File: config.mk
export PLATFORM = sky130hd
export DESIGN_NAME = core_sequencer
export DESIGN_NICKNAME = d
export VERILOG_FILES = /design/src/rtl/core_sequencer_pkg.sv /design/src/rtl/core_sequencer_pc_next.sv /design/src/rtl/core_sequencer.sv
export SDC_FILE = /design/constraint.sdc
export NUM_CORES = 1
export LEC_CHECK = 0
export ABC_AREA = 1
export BUFFER_PORTS_ARGS = -buffer_cell sky130_fd_sc_hd__buf_2
export CAP_MARGIN = 10
export CORE_MARGIN = 2
export CORE_UTILIZATION = 30
export CTS_CLUSTER_DIAMETER = 40
export DETAILED_ROUTE_END_ITERATION = 8
export GPL_TIMING_DRIVEN = 0
export PLACE_DENSITY = 0.57
export SETUP_SLACK_MARGIN = 0.2
export SLEW_MARGIN = 15
export SYNTH_ARGS = -nofsm -noshare
export SYNTH_HDL_FRONTEND = slang
export SYNTH_SLANG_ARGS = --single-unit
File: constraint.sdc
create_clock -name clk -period 3 [get_ports clk]
set_input_delay 0.15 -clock clk [delete_from_list [all_inputs] [get_ports clk]]
set_output_delay 0.15 -clock clk [all_outputs]
set_load 0.01 [all_outputs]
File: src/rtl/core_sequencer_pkg.sv
// Shared definitions for the core sequencer: FSM state encoding and branch condition codes.
// Pure definitions, no logic and no latency.
// No flow control lives here.
package core_sequencer_pkg;

  typedef enum logic [1:0] {
    IDLE     = 2'd0,
    EXEC     = 2'd1,
    MEM_WAIT = 2'd2,
    HALTED   = 2'd3
  } seq_state_t;

  localparam logic [1:0] kCOND_ALWAYS = 2'b00;
  localparam logic [1:0] kCOND_EQ     = 2'b01;
  localparam logic [1:0] kCOND_LT     = 2'b10;
  localparam logic [1:0] kCOND_GT     = 2'b11;

endpackage

File: src/rtl/core_sequencer_pc_next.sv
// Next-PC selection: evaluates the branch condition against latched flags and picks the successor PC.
// Purely combinational, zero cycles.
// No backpressure; the caller decides when the result is taken.
module pc_next_calc
  import core_sequencer_pkg::*;
#(
  parameter int PC_WIDTH = 12
) (
  input  logic [PC_WIDTH-1:0] pc,
  input  logic                halt_en,
  input  logic                abs_branch_en,
  input  logic                rel_branch_en,
  input  logic [1:0]          cond_sel,
  input  logic [3:0]          rel_offset,
  input  logic [PC_WIDTH-1:0] abs_target,
  input  logic                flag_lt,
  input  logic                flag_eq,
  input  logic                flag_gt,
  output logic [PC_WIDTH-1:0] pc_next
);

  logic                cond_true;
  logic [PC_WIDTH-1:0] rel_ext;
  logic [PC_WIDTH-1:0] pc_one;

  assign rel_ext = {{(PC_WIDTH-4){rel_offset[3]}}, rel_offset};
  assign pc_one  = {{(PC_WIDTH-1){1'b0}}, 1'b1};

  // Condition check uses only latched flags, so a CMP must retire before the branch that tests it.
  always_comb begin
    cond_true = 1'b0;
    case (cond_sel)
      kCOND_ALWAYS: cond_true = 1'b1;
      kCOND_EQ:     cond_true = flag_eq;
      kCOND_LT:     cond_true = flag_lt;
      kCOND_GT:     cond_true = flag_gt;
      default:      cond_true = 1'b0;
    endcase
  end

  // Priority: halt holds, then absolute branch, then relative branch, then sequential (wraps naturally).
  always_comb begin
    pc_next = pc + pc_one;
    if (halt_en) begin
      pc_next = pc;
    end else if (abs_branch_en && cond_true) begin
      pc_next = abs_target;
    end else if (rel_branch_en && cond_true) begin
      pc_next = pc + rel_ext;
    end
  end

endmodule

File: src/rtl/core_sequencer.sv
// Multi-cycle sequencer: PC, start/done, IM, one-instruction flags and bank bits, memory stall; optional PERF_COUNTER_EN retired counter.
// commit is combinational in the retire cycle; 1 instr/cycle without memory, 1 + ack-wait cycles with memory.
// mem_req is held until mem_ack; all architectural state freezes while waiting.
module core_sequencer
  import core_sequencer_pkg::*;
#(
  parameter int PC_WIDTH   = 12,
  parameter int DATA_WIDTH = 8,
  parameter int BANK_BITS  = 2,
  parameter int CNT_WIDTH  = 16
) (
  input  logic                  clk,
  input  logic                  reset,
  input  logic                  start,
  input  logic                  halt_en,
  input  logic                  abs_branch_en,
  input  logic                  rel_branch_en,
  input  logic [1:0]            cond_sel,
  input  logic [3:0]            rel_offset,
  input  logic [PC_WIDTH-1:0]   abs_target,
  input  logic                  is_cmp,
  input  logic                  cmp_lt,
  input  logic                  cmp_eq,
  input  logic                  cmp_gt,
  input  logic                  load_imm_en,
  input  logic [DATA_WIDTH-1:0] imm_value,
  input  logic                  set_reg_en,
  input  logic [BANK_BITS-1:0]  dest_bank_in,
  input  logic [BANK_BITS-1:0]  src_bank_in,
  input  logic                  mem_access,
  input  logic                  mem_ack,
  output logic [PC_WIDTH-1:0]   pc,
  output logic [DATA_WIDTH-1:0] im,
  output logic [BANK_BITS-1:0]  dest_bank,
  output logic [BANK_BITS-1:0]  src_bank,
  output logic                  flag_lt,
  output logic                  flag_eq,
  output logic                  flag_gt,
  output logic                  mem_req,
  output logic                  commit,
  output logic                  busy,
  output logic                  done,
  output logic [CNT_WIDTH-1:0]  retired_count
);

  seq_state_t          state;
  seq_state_t          state_next;
  logic                start_go;
  logic [PC_WIDTH-1:0] pc_next;

  pc_next_calc #(.PC_WIDTH(PC_WIDTH)) u_pc_next (
    .pc            (pc),
    .halt_en       (halt_en),
    .abs_branch_en (abs_branch_en),
    .rel_branch_en (rel_branch_en),
    .cond_sel      (cond_sel),
    .rel_offset    (rel_offset),
    .abs_target    (abs_target),
    .flag_lt       (flag_lt),
    .flag_eq       (flag_eq),
    .flag_gt       (flag_gt),
    .pc_next       (pc_next)
  );

  // State register; reset drops to IDLE at once so mem_req falls without waiting for a clock.
  always_ff @(posedge clk or negedge reset) begin
    if (!reset) state <= IDLE;
    else        state <= state_next;
  end

  // Next state and handshake outputs; a memory instruction retires in the cycle its ack arrives.
  always_comb begin
    state_next = state;
    start_go   = 1'b0;
    commit     = 1'b0;
    mem_req    = 1'b0;
    busy       = 1'b0;
    case (state)
      IDLE, HALTED: begin
        if (start) begin
          start_go   = 1'b1;
          state_next = EXEC;
        end
      end
      EXEC: begin
        busy    = 1'b1;
        mem_req = mem_access;
        commit  = !mem_access || mem_ack;
        if (commit)          state_next = halt_en ? HALTED : EXEC;
        else if (mem_access) state_next = MEM_WAIT;
      end
      MEM_WAIT: begin
        busy    = 1'b1;
        mem_req = 1'b1;
        commit  = mem_ack;
        if (commit) state_next = halt_en ? HALTED : EXEC;
      end
      default: state_next = IDLE;
    endcase
  end

  // Architectural registers: cleared on start, updated only on retire; flags and banks live one instruction.
  always_ff @(posedge clk or negedge reset) begin
    if (!reset) begin
      pc        <= '0;
      im        <= '0;
      dest_bank <= '0;
      src_bank  <= '0;
      flag_lt   <= 1'b0;
      flag_eq   <= 1'b0;
      flag_gt   <= 1'b0;
      done      <= 1'b0;
    end else if (start_go) begin
      pc        <= '0;
      im        <= '0;
      dest_bank <= '0;
      src_bank  <= '0;
      flag_lt   <= 1'b0;
      flag_eq   <= 1'b0;
      flag_gt   <= 1'b0;
      done      <= 1'b0;
    end else if (commit) begin
      pc <= pc_next;
      if (halt_en) begin
        im        <= '0;
        dest_bank <= '0;
        src_bank  <= '0;
        flag_lt   <= 1'b0;
        flag_eq   <= 1'b0;
        flag_gt   <= 1'b0;
        done      <= 1'b1;
      end else begin
        if (load_imm_en) im <= imm_value;
        flag_lt   <= is_cmp && cmp_lt;
        flag_eq   <= is_cmp && cmp_eq;
        flag_gt   <= is_cmp && cmp_gt;
        dest_bank <= set_reg_en ? dest_bank_in : '0;
        src_bank  <= set_reg_en ? src_bank_in  : '0;
      end
    end
  end

`ifdef PERF_COUNTER_EN
  logic [CNT_WIDTH-1:0] count_q;

  // Saturating retire counter, halt included, cleared when a new run starts.
  always_ff @(posedge clk or negedge reset) begin
    if (!reset)                        count_q <= '0;
    else if (start_go)                 count_q <= '0;
    else if (commit && count_q != '1)  count_q <= count_q + {{(CNT_WIDTH-1){1'b0}}, 1'b1};
  end

  assign retired_count = count_q;
`else
  assign retired_count = '0;
`endif

endmodule
## Word-level counts from Yosys, hierarchy flattened

Index checks and enable logic that the tools add are counted.

| cells by class | value |
|---|---|
| mux-type cells | 41 |
| add/sub/neg operators | 2 |
| reductions and logical operators | 18 |
| equal/unequal tests | 10 |

Operators with widths:

| kind | number |
|---|---|
| two-way mux 12 bit | 5 |
| two-way mux 8 bit | 4 |
| two-way mux 2 bit | 13 |
| two-way mux 1 bit | 15 |
| adder 12 x 1 -> 12 bit (second input constant) | 1 |
| adder 12 bit | 1 |
| equality test 2 bit (second input constant) | 4 |
| case mux 2 bit (3 select lines) | 1 |
| AND reduction 2 bit | 3 |
| logical AND 1 bit | 5 |
| equality test 2 x 1 -> 1 bit (second input constant) | 2 |
| zero test 2 bit | 2 |
| != test 2 bit (second input constant) | 2 |
| case mux 1 bit (2 select lines) | 2 |
| case mux 1 bit (4 select lines) | 1 |
| nonzero test 2 bit | 2 |
| OR reduction 2 bit | 2 |
| != test 3 bit (second input constant) | 1 |
| AND reduction 3 bit | 1 |
| nonzero test 3 bit | 1 |
| != test 2 x 1 -> 1 bit (second input constant) | 1 |
| zero test 1 bit | 1 |
| logical OR 1 bit | 1 |

| storage, ports and cells | value |
|---|---|
| flip-flop bits (word level) | 30 |
| output and inout bits | 47 |
| logic and storage cells | 80 |
| input port bits | 44 |

## Logic depth before layout (Yosys ltp)

Gate-level depths: netlist (run 1).

| depth | value |
|---|---|
| depth after elaboration | 8 |
| depth in mapped cells | 21 |
| mapped depth without buffers | 21 |

## Cells and area by module

Synthesis (run 1) repeated with hierarchy kept, for this count alone.

| unflattened totals | value |
|---|---|
| cells, all modules | 370 |
| area total of the unflattened synthesis | 2466.1 sq um |

Modules (own cells, without submodules):

| module | instances | cells each | area an instance (sq um) | sequential area each (sq um) |
|---|---|---|---|---|
| core_sequencer | 1 | 190 | 1587.8 | 750.7 |
| pc_next_calc | 1 | 180 | 878.3 | 0.0 |

## Worst setup path after synthesis (run 1)

OpenSTA, ideal clock, no wires.

| timing path | value |
|---|---|
| path type | reg-to-reg |
| start point | reg flag_gt |
| end point | reg pc[10] |
| setup time | 116 ps |
| data required time | 2884 ps |
| arrival | 2214 ps |
| path buffers | 0 |
| stages on the path, launching flop included | 21 |
| setup slack | 670 ps |
| clock period less this slack | 2330 ps |
| cell sequence | dfrtp_1 > nand2_1 > nand3_1 > nand2_1 > nor2_1 > inv_1 > or2_2 > ha_1 > inv_1 > fa_1 > nor2_1 > o21ai_0 > nand2_1 > nand3_2 > nand2_2 > nand2_1 > nand2_1 > nand2_1 > nand3_1 > nand2_1 > nand2_1 |

| on the way | value |
|---|---|
| word-level cells in the longest chain between the ends | 7 |
| elaborated cells between the ends (all ways) | 8 |
| those cells by class | mux: 6; reduce/logical: 2 |

Ends and longest elaborated chain:

| element | line | text |
|---|---|---|
| start: declaration | core_sequencer.sv:38 | `output logic flag_gt,` |
| start signal: assignment | core_sequencer.sv:136 | `flag_gt <= is_cmp && cmp_gt;` |
| case mux 1 bit (4 select lines) * | core_sequencer_pc_next.sv:32 | `case (cond_sel)` |
| logical AND 1 bit | core_sequencer_pc_next.sv:48 | `end else if (rel_branch_en && cond_true) begin` |
| two-way mux 12 bit | core_sequencer_pc_next.sv:48 |  |
| two-way mux 12 bit * | core_sequencer_pc_next.sv:46 | `end else if (abs_branch_en && cond_true) begin` |
| two-way mux 12 bit * | core_sequencer_pc_next.sv:44 | `if (halt_en) begin` |
| two-way mux 12 bit * | core_sequencer.sv:122 | `end else if (commit) begin` |
| two-way mux 12 bit * | core_sequencer.sv:113 | `end else if (start_go) begin` |
| end signal: assignment | core_sequencer.sv:123 | `pc <= pc_next;` |
| end: declaration | core_sequencer.sv:32 | `output logic [PC_WIDTH-1:0] pc,` |

Mark *: on every way between the ends. The rest lies on a longest branch, timed or not. The select of a mux whose other input is x is not followed.
A chain may end at the register's enable or synchronous reset.

## Final worst setup path (run 1)

| timing path | value |
|---|---|
| start point | reg flag_eq |
| end point | reg pc[10] |

| on the way | value |
|---|---|
| word-level cells in the longest chain between the ends | 7 |
| elaborated cells between the ends (all ways) | 8 |
| those cells by class | mux: 6; reduce/logical: 2 |

Ends and longest elaborated chain:

| element | line | text |
|---|---|---|
| start: declaration | core_sequencer.sv:37 | `output logic flag_eq,` |
| start signal: assignment | core_sequencer.sv:135 | `flag_eq <= is_cmp && cmp_eq;` |
| case mux 1 bit (4 select lines) * | core_sequencer_pc_next.sv:32 |  |
| logical AND 1 bit | core_sequencer_pc_next.sv:48 |  |
| two-way mux 12 bit | core_sequencer_pc_next.sv:48 |  |
| two-way mux 12 bit * | core_sequencer_pc_next.sv:46 |  |
| two-way mux 12 bit * | core_sequencer_pc_next.sv:44 |  |
| two-way mux 12 bit * | core_sequencer.sv:122 |  |
| two-way mux 12 bit * | core_sequencer.sv:113 |  |

Marked as above.

==> impl_metrics.ini, run 1 <==
[die]
core.rowCount = 30
die_y_um = 88.7
core-area_sq_um = 6870
io_pins = 91
initial_core_util_pct = 31.3
die_w_um = 88.7
dieArea_sq_um = 7870

[yosys]
synth_edf_count = 0
ys_seq_elements = 30
synthCells = 306
syn_area_sq_um = 2150
ys_top_cells_by_area = dfrtp_1 (35%), nand2_1 (13%), inv_1 (11%), o21ai_0 (6.7%), buf_4 (5.6%)
avgSynthCellArea_sq_um = 7.03
async_flop_share_pct = 100
yosysSeqAreaShare_pct = 34.9
synth_cell_types = 35
synth_warnings = 0
synth.top_cell.area_share_pct = 34.9
synth_flop_cell = dfrtp_1
synth_area_leader_cell = dfrtp_1

[power_and_ir_drop]
p_per_area_nw_per_um2 = 807
irDropWorstVdd_v = 0.000453
totalPowerFinal_mw = 2.29
p_leak_nw = 1.70

[sta]
hold_viol_final = 0
hold_slack_ns = 0.0968
slew_headroom_pct = 53.5
fmax_mhz = 400
fin_skew_ns = 0.00734
setup_viol = 0
fin_ws_ns = 0.502
rsz0062_at_grt = no
timing.setup.tns_ns = 0
worst_pin_slew_ns = 0.692
maxSlewViolCount = 0
min_period_ns = 2.50
timing.final.crit_share_pct = 83.3

[global_route]
grt_pass1_wl_um = 9300
antenna_found_initial = 0
overflow = 0
track_usage_pct = 15.0
grt_pass1_vias = 2056
grt_max_degree = 31

[status]
status = finished, final reports clean

[detailed_routing]
ant_nets = 0
drt_pass1_iterations = 4
viasPerCell = 4.31
drt-wirelength-per-cell_um = 11.1
dr_total_vias = 2163
drt-total-wl_um = 5590
drc = 0
drt_iter0_drc = 101

[placed_design]
post-place-ws_ns = 0.397
dp_hpwl_um = 4350
io_buffers = 74
gp_congestion = 0.837

[critical_path]
crit_required_ns = 3.18
crit_type = reg2reg
cp_data_arrival_time_ns = 2.68
cp_max_fo = 3
slowest_stage = dfrtp_1
cp_slowest_stage_delay_ns = 0.35
crit_family = simple AND/OR/NAND/NOR gates
cpMostUsedCell = nand2_1
path_cells = inv_1 -> nand3_1 -> nand2_1 -> nor2_2 -> inv_1 -> or2_2 -> ha_1 -> inv_1 -> fa_1 -> nor2_1 -> o21ai_0 -> nand2_1 -> nand3_2 -> nand2_2 -> nand2_1 -> nand2_1 -> nand2_1 -> nand3_1 -> nand2_1 -> nand2_1
worst-path-buf-inv = 3
endpoint_kind = flop
critPathLaunchType = flop

[cts]
cts_tree = built
h-tree-depth = 2
cts_sinks = 30
clk_pin_slew_worst_paths_ns = 0.08
ctsLongestPathBuffers = 2
clkLatencyLatePin_ns = 0.29
clock-root-buffer = clkbuf_8
numCtsBuffers = 5

[job]
max_cap_viol_count = 0

[final_layout]
diodes = 0
drive_gt1_share_pct = 28.1
nFillCells = 751
syn2layout_area_growth_pct = 32.0
final_core_util_pct = 41.3
register_area_sq_um = 751
multi_input_area_sq_um = 1080
nets = 455

[worst_hold_path]
hp-class = in2reg
==> worst register-to-register path: cells and delay by family (launching register included) <==
kind,cells,cell delay (ns)
fa+ha+maj,2,0.38
compound gates,1,0.15
simple gates,14,1.31
buf+inv,3,0.21
flops,1,0.35
==> cell usage in the layout (no fill, tap or decap), drive strengths merged <==
| cell type | synthesis | routed |
|---|---|---|
| a21oi | 4 | 4 |
| a22oi | 1 | 1 |
| a31oi | 1 | 1 |
| and2 | 1 | 1 |
| and3 | 1 | 1 |
| buf | 18 | 94 |
| bufinv | 0 | 1 |
| clkbuf | 2 | 7 |
| clkinvlp | 0 | 2 |
| conb | 1 | 16 |
| dfrtp | 30 | 30 |
| dlygate4sd3 | 0 | 1 |
| fa | 1 | 1 |
| ha | 5 | 5 |
| inv | 61 | 61 |
| nand2 | 78 | 78 |
| nand3 | 20 | 20 |
| nand3b | 1 | 1 |
| nand4 | 5 | 5 |
| nor2 | 19 | 19 |
| nor3 | 1 | 1 |
| o211ai | 1 | 1 |
| o21ai | 31 | 31 |
| o21bai | 1 | 1 |
| o22ai | 12 | 12 |
| o31ai | 1 | 1 |
| o41ai | 3 | 3 |
| or2 | 1 | 1 |
| xnor2 | 1 | 1 |
| xor2 | 5 | 5 |
==> area by class of cell <==
| cell class | count | area share [%] |
|---|---|---|
| multi-input cells | 210 | 38.1 |
| flip-flops and latches | 30 | 26.4 |
| repair buffers | 77 | 13.9 |
| inverters | 61 | 8.06 |
| plain buffers | 20 | 5.29 |
| well taps | 96 | 4.23 |
| clock buffers | 5 | 2.42 |
| clock inverters | 3 | 1.59 |
==> Yosys cell counts (2+ instances only) <==
library cell,instances
xor2_1,5
nand4_1,4
o21ai_0,29
inv_1,61
buf_4,16
o41ai_1,3
a21oi_1,4
o21ai_1,2
nor2_1,17
dfrtp_1,30
nand2_1,73
ha_1,5
nand3_1,19
nand2_2,4
buf_6,2
clkbuf_1,2
o22ai_1,12
==> metrics by stage <==
stage          area, sq um  std cells
2_1_floorplan         2210        321
3_3_place_gp          2700        491
3_5_place_dp          2700        491
4_1_cts               2820        500
5_1_grt               2840        502
6_report              2840        502
==> logic make-up (layout without fill, tap and decap cells) <==
kind of cell               Yosys count  count (layout)  share of synthesized area (%)
DFF                                 30              30                           34.9
AOI/OAI and AO/OA                   55              55                           14.5
other                                1              16                          0.174
and+or+nand+nor                    127             127                           26.5
buffers and inverters               81             166                           17.6
adders and majority gates            6               6                           3.84
xor gates and xnor gates             6               6                           2.44
==> sequential cells by signal, summed over array words and instances, names as in the netlist <==
register / count
state: 2
src_bank: 2
im: 8
done: 1
flag_lt: 1
pc: 12
flag_eq: 1
flag_gt: 1
dest_bank: 2
==> timing repair <==
action,4_1_cts,5_1_grt
hold buffers,1,0
resized for setup,0,1
setup endpoints to repair,0,2
buffers inserted,0,2
hold endpoints to repair,30,0
==> power breakdown <==
part	leakage [nW]	total (mW)	internal, mW	switching (mW)
combinational	1.24	1.16	0.449	0.713
clock	0.0504	0.421	0.247	0.174
sequential	0.403	0.709	0.570	0.139
total	1.70	2.29	1.27	1.03
==> layer usage <==
layer	vias to the layer above	track usage, %	part of all wire, %
li1	1134	-	-
met1	956	19.1	46
met2	71	25.0	45
met3	2	4.76	8.5
met4	0	3.31	0.38
met5	-	0	0
==> final timing paths <==
path | endpoint | start | cells past startpoint | slack (ns)
worst min register to register | dest_bank[0]$_DFFE_PN0P_ | dest_bank[0]$_DFFE_PN0P_ | 2 | 0.49
max in group asynchronous | pc[11]$_DFFE_PN0P_ | reset | 2 | 2.11
worst max-delay path | pc[10]$_DFFE_PN0P_ | flag_eq$_DFFE_PN0P_ | 20 | 0.50
worst min-delay path | im[2]$_DFFE_PN0P_ | imm_value[2] | 3 | 0.1
min in group asynchronous | im[0]$_DFFE_PN0P_ | reset | 2 | 0.44
worst max register to register | pc[10]$_DFFE_PN0P_ | flag_eq$_DFFE_PN0P_ | 20 | 0.50
Power figures use the tool's default switching activity.
==> run 2: changes to the inputs <==
--- a/config.mk
+++ b/config.mk
@@ -5,7 +5,7 @@
 export SDC_FILE = /design/constraint.sdc
 export NUM_CORES = 1
 export LEC_CHECK = 0
-export ABC_AREA = 1
+export ABC_AREA = 0
 export BUFFER_PORTS_ARGS = -buffer_cell sky130_fd_sc_hd__buf_2
 export CAP_MARGIN = 10
 export CORE_MARGIN = 2
@@ -13,7 +13,7 @@
 export CTS_CLUSTER_DIAMETER = 40
 export DETAILED_ROUTE_END_ITERATION = 8
 export GPL_TIMING_DRIVEN = 0
-export PLACE_DENSITY = 0.57
+export PLACE_DENSITY = 0.59
 export SETUP_SLACK_MARGIN = 0.2
 export SLEW_MARGIN = 15
 export SYNTH_ARGS = -nofsm -noshare
==> constraint.sdc (replaced) <==
create_clock -name clk -period 2 [get_ports clk]
set_input_delay 0.1 -clock clk [delete_from_list [all_inputs] [get_ports clk]]
set_output_delay 0.1 -clock clk [all_outputs]
set_load 0.01 [all_outputs]
==> run 2 against run 1 <==
Compared with the run above: the flow now finishes with violations (setup timing); clock power rose by 90%; via count rose by 14%; synthesized area rose by 7.1%; global-route usage rose by 2.0 points; maximum frequency fell by 2.5%; final cell count fell by 2.4%; register-to-register slack got worse by 1.1 ns; clock skew barely moved; highest routed layer unchanged; synthesized cell count fell by 13%; combinational power rose by 140%; total power rose by 100%.
==> impl_metrics.ini, run 2 <==
[job]
max_cap_viol_count = 0

[die]
io_pins = 91
die_y_um = 91.7
dieArea_sq_um = 8400
initial_core_util_pct = 31.4
core.rowCount = 31
die_w_um = 91.7
core-area_sq_um = 7330

[placed_design]
dpl-instance-area_sq_um = 2890
dp_hpwl_um = 4950
gp_congestion = 0.808
numPlacedInstances = 454
io_buffers = 73

[sta]
slew_headroom_pct = 49.4
setup_viol = 10
worst_pin_slew_ns = 0.753
fin_skew_ns = 0.00697
rsz0062_at_grt = yes
hold_slack_ns = 0.0633
fin_ws_ns = -0.562
hold_viol_final = 0
fmax_mhz = 390
timing.final.crit_share_pct = 128
min_period_ns = 2.56
maxSlewViolCount = 0

[detailed_routing]
drt_pass1_iterations = 4
viasPerCell = 5.03
drc = 0
drt_iter0_drc = 80
drt-wirelength-per-cell_um = 15.0
drt-total-wl_um = 7330
ant_nets = 0
dr_total_vias = 2465

[final_layout]
drive_gt1_share_pct = 48.1
layout_common_cells = buf_2 (73), buf_4 (36), dfrtp_1 (30)
final_common_cell = buf_2
diodes = 0
final_core_util_pct = 48.8
layout.cells.non_filler = 490
syn2layout_area_growth_pct = 55.3
finalInstanceArea_sq_um = 3580
reg_top3 = pc x12, im x8
largest_reg_flops = 12
nets = 440
regMostFlops = pc

[power_and_ir_drop]
power_frac_seq_pct = 21.7
p_per_area_nw_per_um2 = 1290
power.share.switching_pct = 42.4
totalPowerFinal_mw = 4.61
internal-power_mw = 2.66
p_sw_mw = 1.96
p_leak_nw = 1.64
irDropWorstVdd_v = 0.000873
power_frac_clock_pct = 17.3
combPwrFrac_pct = 60.9

[global_route]
track_usage_pct = 17.0
grt_max_degree = 31
overflow = 0
grt_pass1_wl_um = 11500
antenna_found_initial = 0
grt_pass1_vias = 2406

[critical_path]
crit_required_ns = 2.22
cp_max_fo = 4
critPathLaunchType = flop
endpoint_kind = flop
slowest_stage = dfrtp_1
path_cells = nor3b_4 -> a21oi_4 -> nand3b_1 -> ha_2 -> inv_2 -> fa_2 -> nand2b_4 -> a211o_1 -> mux2_4 -> o31a_1 -> o22ai_1
cp_data_arrival_time_ns = 2.78
crit_type = reg2reg
cp_slowest_stage_delay_ns = 0.41

[worst_hold_path]
hp-class = in2reg

[yosys]
synth_edf_count = 0
synth_warnings = 0
yosysMostFrequentCell = dfrtp_1
synth_cell_types = 63
synth_area_leader_cell = dfrtp_1
yosysSeqAreaShare_pct = 32.6
synth.top_cell.area_share_pct = 32.6
syn_area_sq_um = 2300
ys_top_cells_by_area = dfrtp_1 (33%), buf_4 (5.5%), nand2_1 (4.1%), a21oi_1 (3.9%), nand3_1 (3.3%)
synth_flop_cell = dfrtp_1
avgSynthCellArea_sq_um = 8.63
synthCells = 267
async_flop_share_pct = 100
yosys-top-cells-count = dfrtp_1 (30), nand2_1 (25), a21oi_1 (18)
ys_seq_elements = 30

[status]
violations = setup timing
status = finished with violations

[cts]
cts_tree = built
cts_sinks = 30
clkLatencyLatePin_ns = 0.29
ctsLongestPathBuffers = 2
clk_pin_slew_worst_paths_ns = 0.07
numCtsBuffers = 5
h-tree-depth = 2
clock-root-buffer = clkbuf_8
-- run 2: cell types whose count changed in the layout (fill, tap and decap cells not counted), moves of 7 or more --
cell,delta
a21oi_1,+10
inv_1,-48
buf_6,+8
a41oi_2,+7
o21ai_0,-23
nand2_1,-50
nor2b_1,+11
nand3_1,-7
buf_4,+18
o22ai_1,-9
-- run 2: cells by family (layout without fill, tap and decap cells) --
group	count (synthesis)	count (layout)	share of synthesized area (%)
flip-flops	30	30	32.6
AND/OR/NAND/NOR	100	100	24.3
buffers and inverters	45	154	10.6
other	1	16	0.163
XOR/XNOR	1	1	0.380
AO/OA/AOI/OAI	78	78	25.5
adder cells (fa/ha/maj)	6	6	3.58
multiplexers	6	6	2.88
-- run 2: routing by layer --
metal  vias up  routed length (um)  global-route usage, %
met1      1156                3180                   21.8
met4         0                  88                   4.92
li1       1209                   -                      -
met2        89                3560                   28.1
met3        11                 499                   4.44
met5         -                   0                      0
-- run 2: stage by stage --
stage	setup TNS [ns]	setup slack (ns)
after floorplan	-3.70	-0.623
after global placement	-5.47	-0.729
after detailed placement	-6.33	-0.790
after CTS	-4.33	-0.571
after global routing	-5.46	-0.644
final	-4.22	-0.562
-- run 2: layout make-up --
type                    count  area, sq um
plain buffers              28          230
inverters                  17         73.8
clock inverters             2         60.1
fillers                   714         3750
flip-flops and latches     30          751
repair buffers            101          633
clock buffers               6         82.6
well taps                  99          124
multi-input cells         207         1620
-- run 2: repair_timing --
item / CTS / global route
setup endpoints to repair: 29 / 27
pin swaps: 14 / 16
hold buffers: 1 / 0
setup buffers: 15 / 12
endpoints found under the hold margin: 30 / 0
resized for setup: 27 / 47
-- run 2: critical path: cells and delay by family, from the launching register on --
kind            cells  cell delay (ns)
simple gates        3             0.50
compound gates      4             0.74
buf+inv             1             0.04
fa+ha+maj           2             0.54
flops               1             0.41
mux                 1             0.27
-- run 2: worst paths after layout --
path | start | end | slack, ns | depth (start not counted)
min | src_bank_in[1] | src_bank[1]$_DFFE_PN0P_ | 0.06 | 3
min reg2reg | done$_DFFE_PN0P_ | done$_DFFE_PN0P_ | 0.49 | 2
max in group asynchronous | reset | flag_gt$_DFFE_PN0P_ | 1.11 | 2
max reg2reg | flag_eq$_DFFE_PN0P_ | pc[10]$_DFFE_PN0P_ | -0.56 | 11
min in group asynchronous | reset | pc[5]$_DFFE_PN0P_ | 0.41 | 2
max | flag_eq$_DFFE_PN0P_ | pc[10]$_DFFE_PN0P_ | -0.56 | 11
-- run 2: power by group through the flow --
stage	Sequential [mW]	Clock [mW]	Combinational [mW]
after floorplan	1.05	0	1.28
after global placement	0.996	0	1.92
after detailed placement	0.993	0	1.95
after CTS	0.990	0.817	2.26
after global routing	1.04	0.845	3.07
final	1.00	0.800	2.81
